**src/rtl/register_file.sv**
```systemverilog
// register_file: REG_COUNT x DATA_WIDTH storage with two combinational read
// ports, one clocked write port, optional hardwired-zero R0, optional
// write-to-read bypass and a dedicated up/down pointer register.
module register_file #(
  parameter int unsigned           DATA_WIDTH = 8,
  parameter int unsigned           REG_COUNT  = 8,
  parameter int unsigned           ADDR_WIDTH = 3,
  parameter bit                    ZERO_R0    = 1'b0,
  parameter bit                    BYPASS     = 1'b1,
  parameter int unsigned           SP_ADDR    = REG_COUNT - 1,
  parameter logic [DATA_WIDTH-1:0] SP_RESET   = '0
) (
  input  logic                  CLK,
  input  logic                  RST,
  input  logic                  WE,
  input  logic [ADDR_WIDTH-1:0] WADDR,
  input  logic [DATA_WIDTH-1:0] WDATA,
  input  logic [ADDR_WIDTH-1:0] RADDR_A,
  input  logic [ADDR_WIDTH-1:0] RADDR_B,
  output logic [DATA_WIDTH-1:0] RDATA_A,
  output logic [DATA_WIDTH-1:0] RDATA_B,
  input  logic                  SP_INC,
  input  logic                  SP_DEC,
  output logic [DATA_WIDTH-1:0] SP_OUT
);

  // Elaboration-time sanity checks on the parameter set.
  if (REG_COUNT < 2) begin : g_chk_count
    $error("register_file: REG_COUNT must be at least 2");
  end
  if ((64'(1) << ADDR_WIDTH) < 64'(REG_COUNT)) begin : g_chk_addr
    $error("register_file: ADDR_WIDTH too small for REG_COUNT");
  end
  if (SP_ADDR >= REG_COUNT) begin : g_chk_sp_range
    $error("register_file: SP_ADDR must be below REG_COUNT");
  end
  if (ZERO_R0 && (SP_ADDR == 0)) begin : g_chk_sp_zero
    $error("register_file: SP_ADDR cannot be 0 when R0 is hardwired");
  end

  logic [DATA_WIDTH-1:0] regs [REG_COUNT];

  logic                  wr_en;
  logic                  wr_sp;
  logic [DATA_WIDTH-1:0] sp_cur;
  logic                  sp_step;
  logic [DATA_WIDTH-1:0] sp_next;
  logic [DATA_WIDTH-1:0] rd_a;
  logic [DATA_WIDTH-1:0] rd_b;

  // Qualify the write: in range and not aimed at a hardwired R0.
  always_comb begin
    wr_en = 1'b0;
    wr_sp = 1'b0;
    if (WE && (32'(WADDR) < REG_COUNT)) begin
      wr_en = 1'b1;
    end
    if (ZERO_R0 && (WADDR == '0)) begin
      wr_en = 1'b0;
    end
    if (wr_en && (32'(WADDR) == SP_ADDR)) begin
      wr_sp = 1'b1;
    end
  end

  // Pointer step: opposing requests cancel; arithmetic wraps naturally.
  always_comb begin
    sp_cur = '0;
    for (int unsigned i = 0; i < REG_COUNT; i++) begin
      if (i == SP_ADDR) begin
        sp_cur = regs[i];
      end
    end
    sp_step = (SP_INC ^ SP_DEC) && !wr_sp;
    sp_next = SP_INC ? (sp_cur + DATA_WIDTH'(1)) : (sp_cur - DATA_WIDTH'(1));
  end

  // Storage update: reset beats a write, a write beats a pointer step.
  always_ff @(posedge CLK) begin
    if (RST) begin
      for (int unsigned i = 0; i < REG_COUNT; i++) begin
        regs[i] <= (i == SP_ADDR) ? SP_RESET : '0;
      end
    end else begin
      for (int unsigned i = 0; i < REG_COUNT; i++) begin
        if (wr_en && (WADDR == ADDR_WIDTH'(i))) begin
          regs[i] <= WDATA;
        end else if ((i == SP_ADDR) && sp_step) begin
          regs[i] <= sp_next;
        end
      end
    end
  end

  // Read muxes: out-of-range reads give 0, R0 may be forced to 0, and an
  // accepted write to the same address can be forwarded straight through.
  always_comb begin
    rd_a = '0;
    rd_b = '0;
    for (int unsigned i = 0; i < REG_COUNT; i++) begin
      if (RADDR_A == ADDR_WIDTH'(i)) begin
        rd_a = regs[i];
      end
      if (RADDR_B == ADDR_WIDTH'(i)) begin
        rd_b = regs[i];
      end
    end
    if (ZERO_R0 && (RADDR_A == '0)) begin
      rd_a = '0;
    end
    if (ZERO_R0 && (RADDR_B == '0)) begin
      rd_b = '0;
    end
    if (BYPASS && wr_en && (RADDR_A == WADDR)) begin
      rd_a = WDATA;
    end
    if (BYPASS && wr_en && (RADDR_B == WADDR)) begin
      rd_b = WDATA;
    end
  end

  assign RDATA_A = rd_a;
  assign RDATA_B = rd_b;
  assign SP_OUT  = sp_cur;

endmodule

```
**config.mk**
```make
export PLATFORM = sky130hd
export DESIGN_NAME = register_file
export DESIGN_NICKNAME = d
export VERILOG_FILES = /design/src/rtl/register_file.sv
export SDC_FILE = /design/constraint.sdc
export NUM_CORES = 1
export LEC_CHECK = 0
export BUFFER_PORTS_ARGS = -buffer_cell sky130_fd_sc_hd__buf_2
export CORE_MARGIN = 10
export CORE_UTILIZATION = 55
export CTS_CLUSTER_SIZE = 30
export DETAILED_ROUTE_END_ITERATION = 10
export PLACE_DENSITY_LB_ADDON = 0.15
export SYNTH_ARGS = -nofsm -noshare
export SYNTH_HDL_FRONTEND = slang
export SYNTH_SLANG_ARGS = --single-unit
```
**constraint.sdc**
```tcl
create_clock -name CLK -period 2.9 [get_ports CLK]
set_input_delay 0.435 -clock CLK [delete_from_list [all_inputs] [get_ports CLK]]
set_output_delay 0.435 -clock CLK [all_outputs]
set_load 0.02 [all_outputs]
```
**Word level (Yosys, flattened, before mapping)**

Memory sizes are Yosys's and may differ from the RTL's.
Index checks and enable logic that the tools add are counted.

- Register bits after elaboration: 0
- Bits in latches: 0
- Bits in writable memories: 64
- Memory bits (read-only): 0
- Input port bits: 22
- Output and inout port bits: 24
- Word-level logic and storage cells: 110
- Memories: 1

- Add/subtract/negate cells: 2
- $mul: 0
- Div/mod/pow operators: 0
- Order comparisons: 0
- Equal/unequal tests: 23
- Shift operators: 0
- Mux-type cells: 59
- Bitwise logic cells: 10
- Reductions and logical operators: 15

Memory list:

| memory | depth | width | rd ports | clocked after memory_dff | write ports | RTL line | source |
|---|---|---|---|---|---|---|---|
| regs | 8 | 8 | 8 | 0 | 8 | 41 | `logic [DATA_WIDTH-1:0] regs [REG_COUNT];` |

Operators by type and width:

| kind | count |
|---|---|
| 8-bit 2-to-1 mux | 28 |
| 3-bit equality test (second input constant) | 12 |
| 1-bit 2-to-1 mux | 31 |
| 3-bit by 2-bit equality test with 1-bit output (second input constant) | 6 |
| 1-bit logical AND | 11 |
| 3-bit by 1-bit equality test with 1-bit output (second input constant) | 3 |
| 3-bit logical NOT | 3 |
| 1-bit OR | 9 |
| 8-bit by 1-bit adder with 8-bit output (second input constant) | 1 |
| 8-bit by 1-bit subtractor with 8-bit output (second input constant) | 1 |
| 3-bit equality test | 2 |
| 1-bit logical NOT | 1 |
| 1-bit XOR | 1 |

**Longest topological paths before layout**

- Depth in word-level cells: 10
- Mapped depth: 7
- Depth with buffers taken out: 6

**Worst setup path before layout**

OpenSTA, ideal clock, no wires.

- Path kind: input to output
- Start: input RADDR_B[0]
- End: output RDATA_B[3]
- Arrival time: 1.758 ns
- Required time: 2.465 ns
- Path slack: 0.707 ns
- Stages on the path: 7
- Buffers on the path: 3
- Cells stage by stage: buf_2 buf_4 buf_4 nor3b_1 o21ai_0 a21oi_1 o31ai_1

- Longest elaborated chain between the ends: 10
- Elaborated cells on any way between the ends: 19
- Those cells by class: 8 x eq/ne; 9 x mux; 2 x reduce/logical

Ends and longest elaborated chain:

| item | RTL line | source |
|---|---|---|
| start, declared | 19 | `input logic [ADDR_WIDTH-1:0] RADDR_B,` |
| 3-bit logical NOT | 104 | `if (RADDR_B == ADDR_WIDTH'(i)) begin` |
| 8-bit 2-to-1 mux (8 in a row) | 104 |  |
| 8-bit 2-to-1 mux (*) | 117 | `if (BYPASS && wr_en && (RADDR_B == WADDR)) begin` |
| end, declared | 21 | `output logic [DATA_WIDTH-1:0] RDATA_B,` |

Every way passes the cells marked *; elsewhere a longest branch is shown, timed or not.

**Final worst setup path**

- Start: input RADDR_B[0]
- End: output RDATA_B[6]

The elaborated chain is that of the path after synthesis.

==> impl_metrics.env <==
export IMPL_crit_path_max_fanout=28
export IMPL_grt_first_pass_wirelength_um=17670
export IMPL_ys_seq_area_frac=0.4498
export IMPL_place_detailed_hpwl_um=8426
export IMPL_io_buffers=45
export IMPL_core_area_um2=7647
export IMPL_timing_critical_path_slowest_cell_delay_ps=420
export IMPL_dpl_instance_area_um2=4486
export IMPL_synth_enable_flop_cells=64
export IMPL_cts_hold_repair_buffers=0
export IMPL_portion_of_synthesized_cell_area_occupied_by_the_leading_cell_type=0.4498
export IMPL_drt_vias_per_instance=6.192
export IMPL_cell_type_with_the_highest_occurrence_count_on_the_critical_path="sky130_fd_sc_hd__buf_2"
export IMPL_cts_h_tree_lvls=3
export IMPL_switching_share=0.3040
export IMPL_postRouteWirelength_um=11310
export IMPL_timing_final_crit_period_ps=2535
export IMPL_post_synth_num_cell_types=56
export IMPL_first_pass_iters=6
export IMPL_timing_final_setup_violations=0
export IMPL_syn2layout_area_growth_pct=9.663
export IMPL_fin_total_pwr_mw=2.634
export IMPL_drive_above_1_share=0.2067
export IMPL_leakagePower_nw=1.809
export IMPL_drt_iter0_drc=328
export IMPL_grt_setup_unrepaired="no"
export IMPL_tritoncts_num_buffers=9
export IMPL_netlist_top_cells_area="sky130_fd_sc_hd__edfxtp_1 (45%), sky130_fd_sc_hd__mux4_2 (7.9%), sky130_fd_sc_hd__nor2_1 (7.3%)"
export IMPL_postSynth_asyncResetShare=0
export IMPL_min_path_type="input port to flop"
export IMPL_power_density_cell_area_nw_per_um2=562.1
export IMPL_rows=32
export IMPL_cp_data_required_time_ps=2470
export IMPL_max_slew_margin=0.6520
export IMPL_synth_area_leader_cell="sky130_fd_sc_hd__edfxtp_1"
export IMPL_holdPathStages=3
export IMPL_clockBufferDepth=2
export IMPL_synth_ff_type="sky130_fd_sc_hd__edfxtp_1"
export IMPL_synth_area_um2=4273
export IMPL_drt_wirelength_per_cell_um=20.67
export IMPL_grt_overflow=0
export IMPL_post_route_cell_area_um2=4686
export IMPL_synth_avg_cell_area_um2=10.25
export IMPL_floorplan_io_pins=46
export IMPL_cts_root_buf="sky130_fd_sc_hd__clkbuf_8"
export IMPL_floorplan_die_area_um2=11690
export IMPL_startpoint_type="input port"
export IMPL_critPathTopFamily="buffers and inverters"
export IMPL_synthesized_netlist_cell_count=417
export IMPL_ant_nets=0
export IMPL_power_sequential_fraction=0.446
export IMPL_post_route_non_filler_standard_cell_count=547
export IMPL_r2r_worst_path_cells=5
export IMPL_max_clock_freq_mhz=394.5
export IMPL_clock_power_share=0.311
export IMPL_ff_latch_count_synth=64
export IMPL_largest_register_ffs=64
export IMPL_timing_worst_setup_path_type="input port to primary output"
export IMPL_totalNegativeSetupSlack_ps=0
export IMPL_clkSinkCount=64
export IMPL_initial_utilization=0.5587
export IMPL_crit_chain="buf_2 -> xnor2_1 -> nand4_1 -> o22ai_1 -> buf_2"
export IMPL_postLayoutSetupSlackWorst_ps=364.9
export IMPL_antenna_cells_inserted=0
export IMPL_finClkSkew_ps=9.842
export IMPL_share_comb_of_total_power=0.243
export IMPL_timing_final_crit_share=0.8742
export IMPL_worst_ir_drop_vdd_mv=0.3817
export IMPL_final_max_slew_viol_count=0
export IMPL_worst_path_max_delay_cell="sky130_fd_sc_hd__buf_2"
export IMPL_fp_dieW_um=108.1
export IMPL_power_internal_mw=1.833
export IMPL_largest_register="regs"
export IMPL_num_fill_cells=660
export IMPL_route_vias_total=3387
export IMPL_globalplace_congestion=0.9211
export IMPL_maxCapViolations=0
export IMPL_dp_worst_setup_slack_ps=474.6
export IMPL_mappedNetlistNets=446
export IMPL_clk_latency_ps=340
export IMPL_nNetsFinal=470
export IMPL_cts_repair_timing_setup_buffer_count=0
export IMPL_status="complete, no violations"
export IMPL_synthesis_yosys_warnings=0
export IMPL_final_hold_violation_count=0
export IMPL_critical_path_endpoint_type="primary output"
export IMPL_number_of_logic_stages_on_the_critical_path_including_buffering=5
export IMPL_clock_tree_from_tritoncts="yes"
export IMPL_grt_pass1_vias=3406
export IMPL_antenna_found_initial=0
export IMPL_worst_slew_pin_transition_ps=522.0
export IMPL_cp_num_buf_inv=2
export IMPL_groute_usage_overall=0.1955
export IMPL_route_detailed_drc=0
export IMPL_grt_start_max_net_pins=29
export IMPL_placedCellCount=532
export IMPL_die_height_um=108.1
export IMPL_post_cts_resized_instances=0
export IMPL_p_switching_mw=0.8006
export IMPL_arrival_ps=2100
export IMPL_worst_setup_hold_path_clk_slew_ps=70
export IMPL_largestRegisters="regs (64)"
layout by cell type, fill, tap and decap left out, drive strengths merged, types with 4 or more instances in the layout:
cell and instances:
o21ai 24, inv 16, nor3b 5, xor2 4, mux4 15, o31ai 5, ha 6, nand2 16
mux2i 23, edfxtp 64, nand2b 23, o22ai 6, nand3 7, buf 53, nand4 5, nor2 84
a21oi 17, clkbuf 10, xnor2 7
cell families after synthesis:
family,Yosys count,share of synthesized area
flip-flops,64,0.4498
buffers and inverters,56,0.06383
multiplexers,39,0.1356
XOR/XNOR,11,0.02255
AO/OA/AOI/OAI,81,0.1262
AND/OR/NAND/NOR,159,0.1798
adder cells (fa/ha/maj),7,0.02225
synthesized netlist by cell type, types with 2 or more instances:
library cell	n
sky130_fd_sc_hd__nand3_1	7
sky130_fd_sc_hd__clkbuf_1	14
sky130_fd_sc_hd__nor3b_1	5
sky130_fd_sc_hd__a21oi_1	17
sky130_fd_sc_hd__o32ai_1	3
sky130_fd_sc_hd__nand2b_1	22
sky130_fd_sc_hd__o221ai_1	2
sky130_fd_sc_hd__nor2b_1	3
sky130_fd_sc_hd__a22oi_1	2
sky130_fd_sc_hd__a31oi_1	2
sky130_fd_sc_hd__mux4_2	15
sky130_fd_sc_hd__a21o_1	2
sky130_fd_sc_hd__mux2i_1	23
sky130_fd_sc_hd__nand2_1	16
sky130_fd_sc_hd__a211oi_1	2
sky130_fd_sc_hd__edfxtp_1	64
sky130_fd_sc_hd__nand4b_1	2
sky130_fd_sc_hd__o22ai_1	6
sky130_fd_sc_hd__o31ai_1	5
sky130_fd_sc_hd__xor2_1	4
sky130_fd_sc_hd__or2_2	2
sky130_fd_sc_hd__nor2_1	83
sky130_fd_sc_hd__xnor2_1	7
sky130_fd_sc_hd__ha_1	6
sky130_fd_sc_hd__a221oi_1	3
sky130_fd_sc_hd__inv_1	15
sky130_fd_sc_hd__a41o_1	2
sky130_fd_sc_hd__o21ai_0	24
sky130_fd_sc_hd__nand3b_1	2
sky130_fd_sc_hd__nand4_1	5
sky130_fd_sc_hd__buf_4	10
sky130_fd_sc_hd__buf_2	14
sky130_fd_sc_hd__o2bb2ai_1	3
sky130_fd_sc_hd__nor3_1	3
power by group through the flow:
stage / registers (mW) / clock network, mW / logic, mW
after floorplan: 1.16 / 0 / 0.494
after global placement: 1.19 / 0 / 0.622
after detailed placement: 1.20 / 0 / 0.632
after CTS: 1.17 / 0.824 / 0.637
after global routing: 1.18 / 0.870 / 0.695
final: 1.18 / 0.819 / 0.640
worst min-delay path, delay by kind of cell:
kind                   cells  cell delay, ps
buffers and inverters      2             190
AND/OR/NAND/NOR            1             180
path summary, 6_finish.rpt:
kind                from           to  slack (ps)
max reg2reg  regs[1][25]  regs[1][31]         910
max           RADDR_B[0]   RDATA_B[6]         360
min             WDATA[2]  regs[1][18]         580
min reg2reg  regs[1][24]  regs[1][24]         790
layer usage:
layer / GRT usage / wire [µm]
met1: 0.2491 / 4730
met2: 0.3181 / 5419
met3: 0.05235 / 915
met4: 0.05916 / 240
met5: 0 / 0
layout make-up:
cell class | instances | area, µm² | share of cell area
timing repair buffer | 53 | 297.8 | 0.06355
tap | 102 | 127.6 | 0.02724
inverter | 16 | 60.06 | 0.01282
sequential | 64 | 1922 | 0.4101
multi-input combinational | 297 | 2078 | 0.4435
clock buffer | 10 | 127.6 | 0.02724
clock inverter | 5 | 72.57 | 0.01549
stage by stage:
stage	util	hold slack [ps]
final	0.6127	578.1
after global routing	0.6127	581.3
after CTS	0.6127	569.0
after detailed placement	0.5866	797.7
after global placement	0.5866	790.6
after floorplan	-	683.4
(Power assumes the default switching activity.)
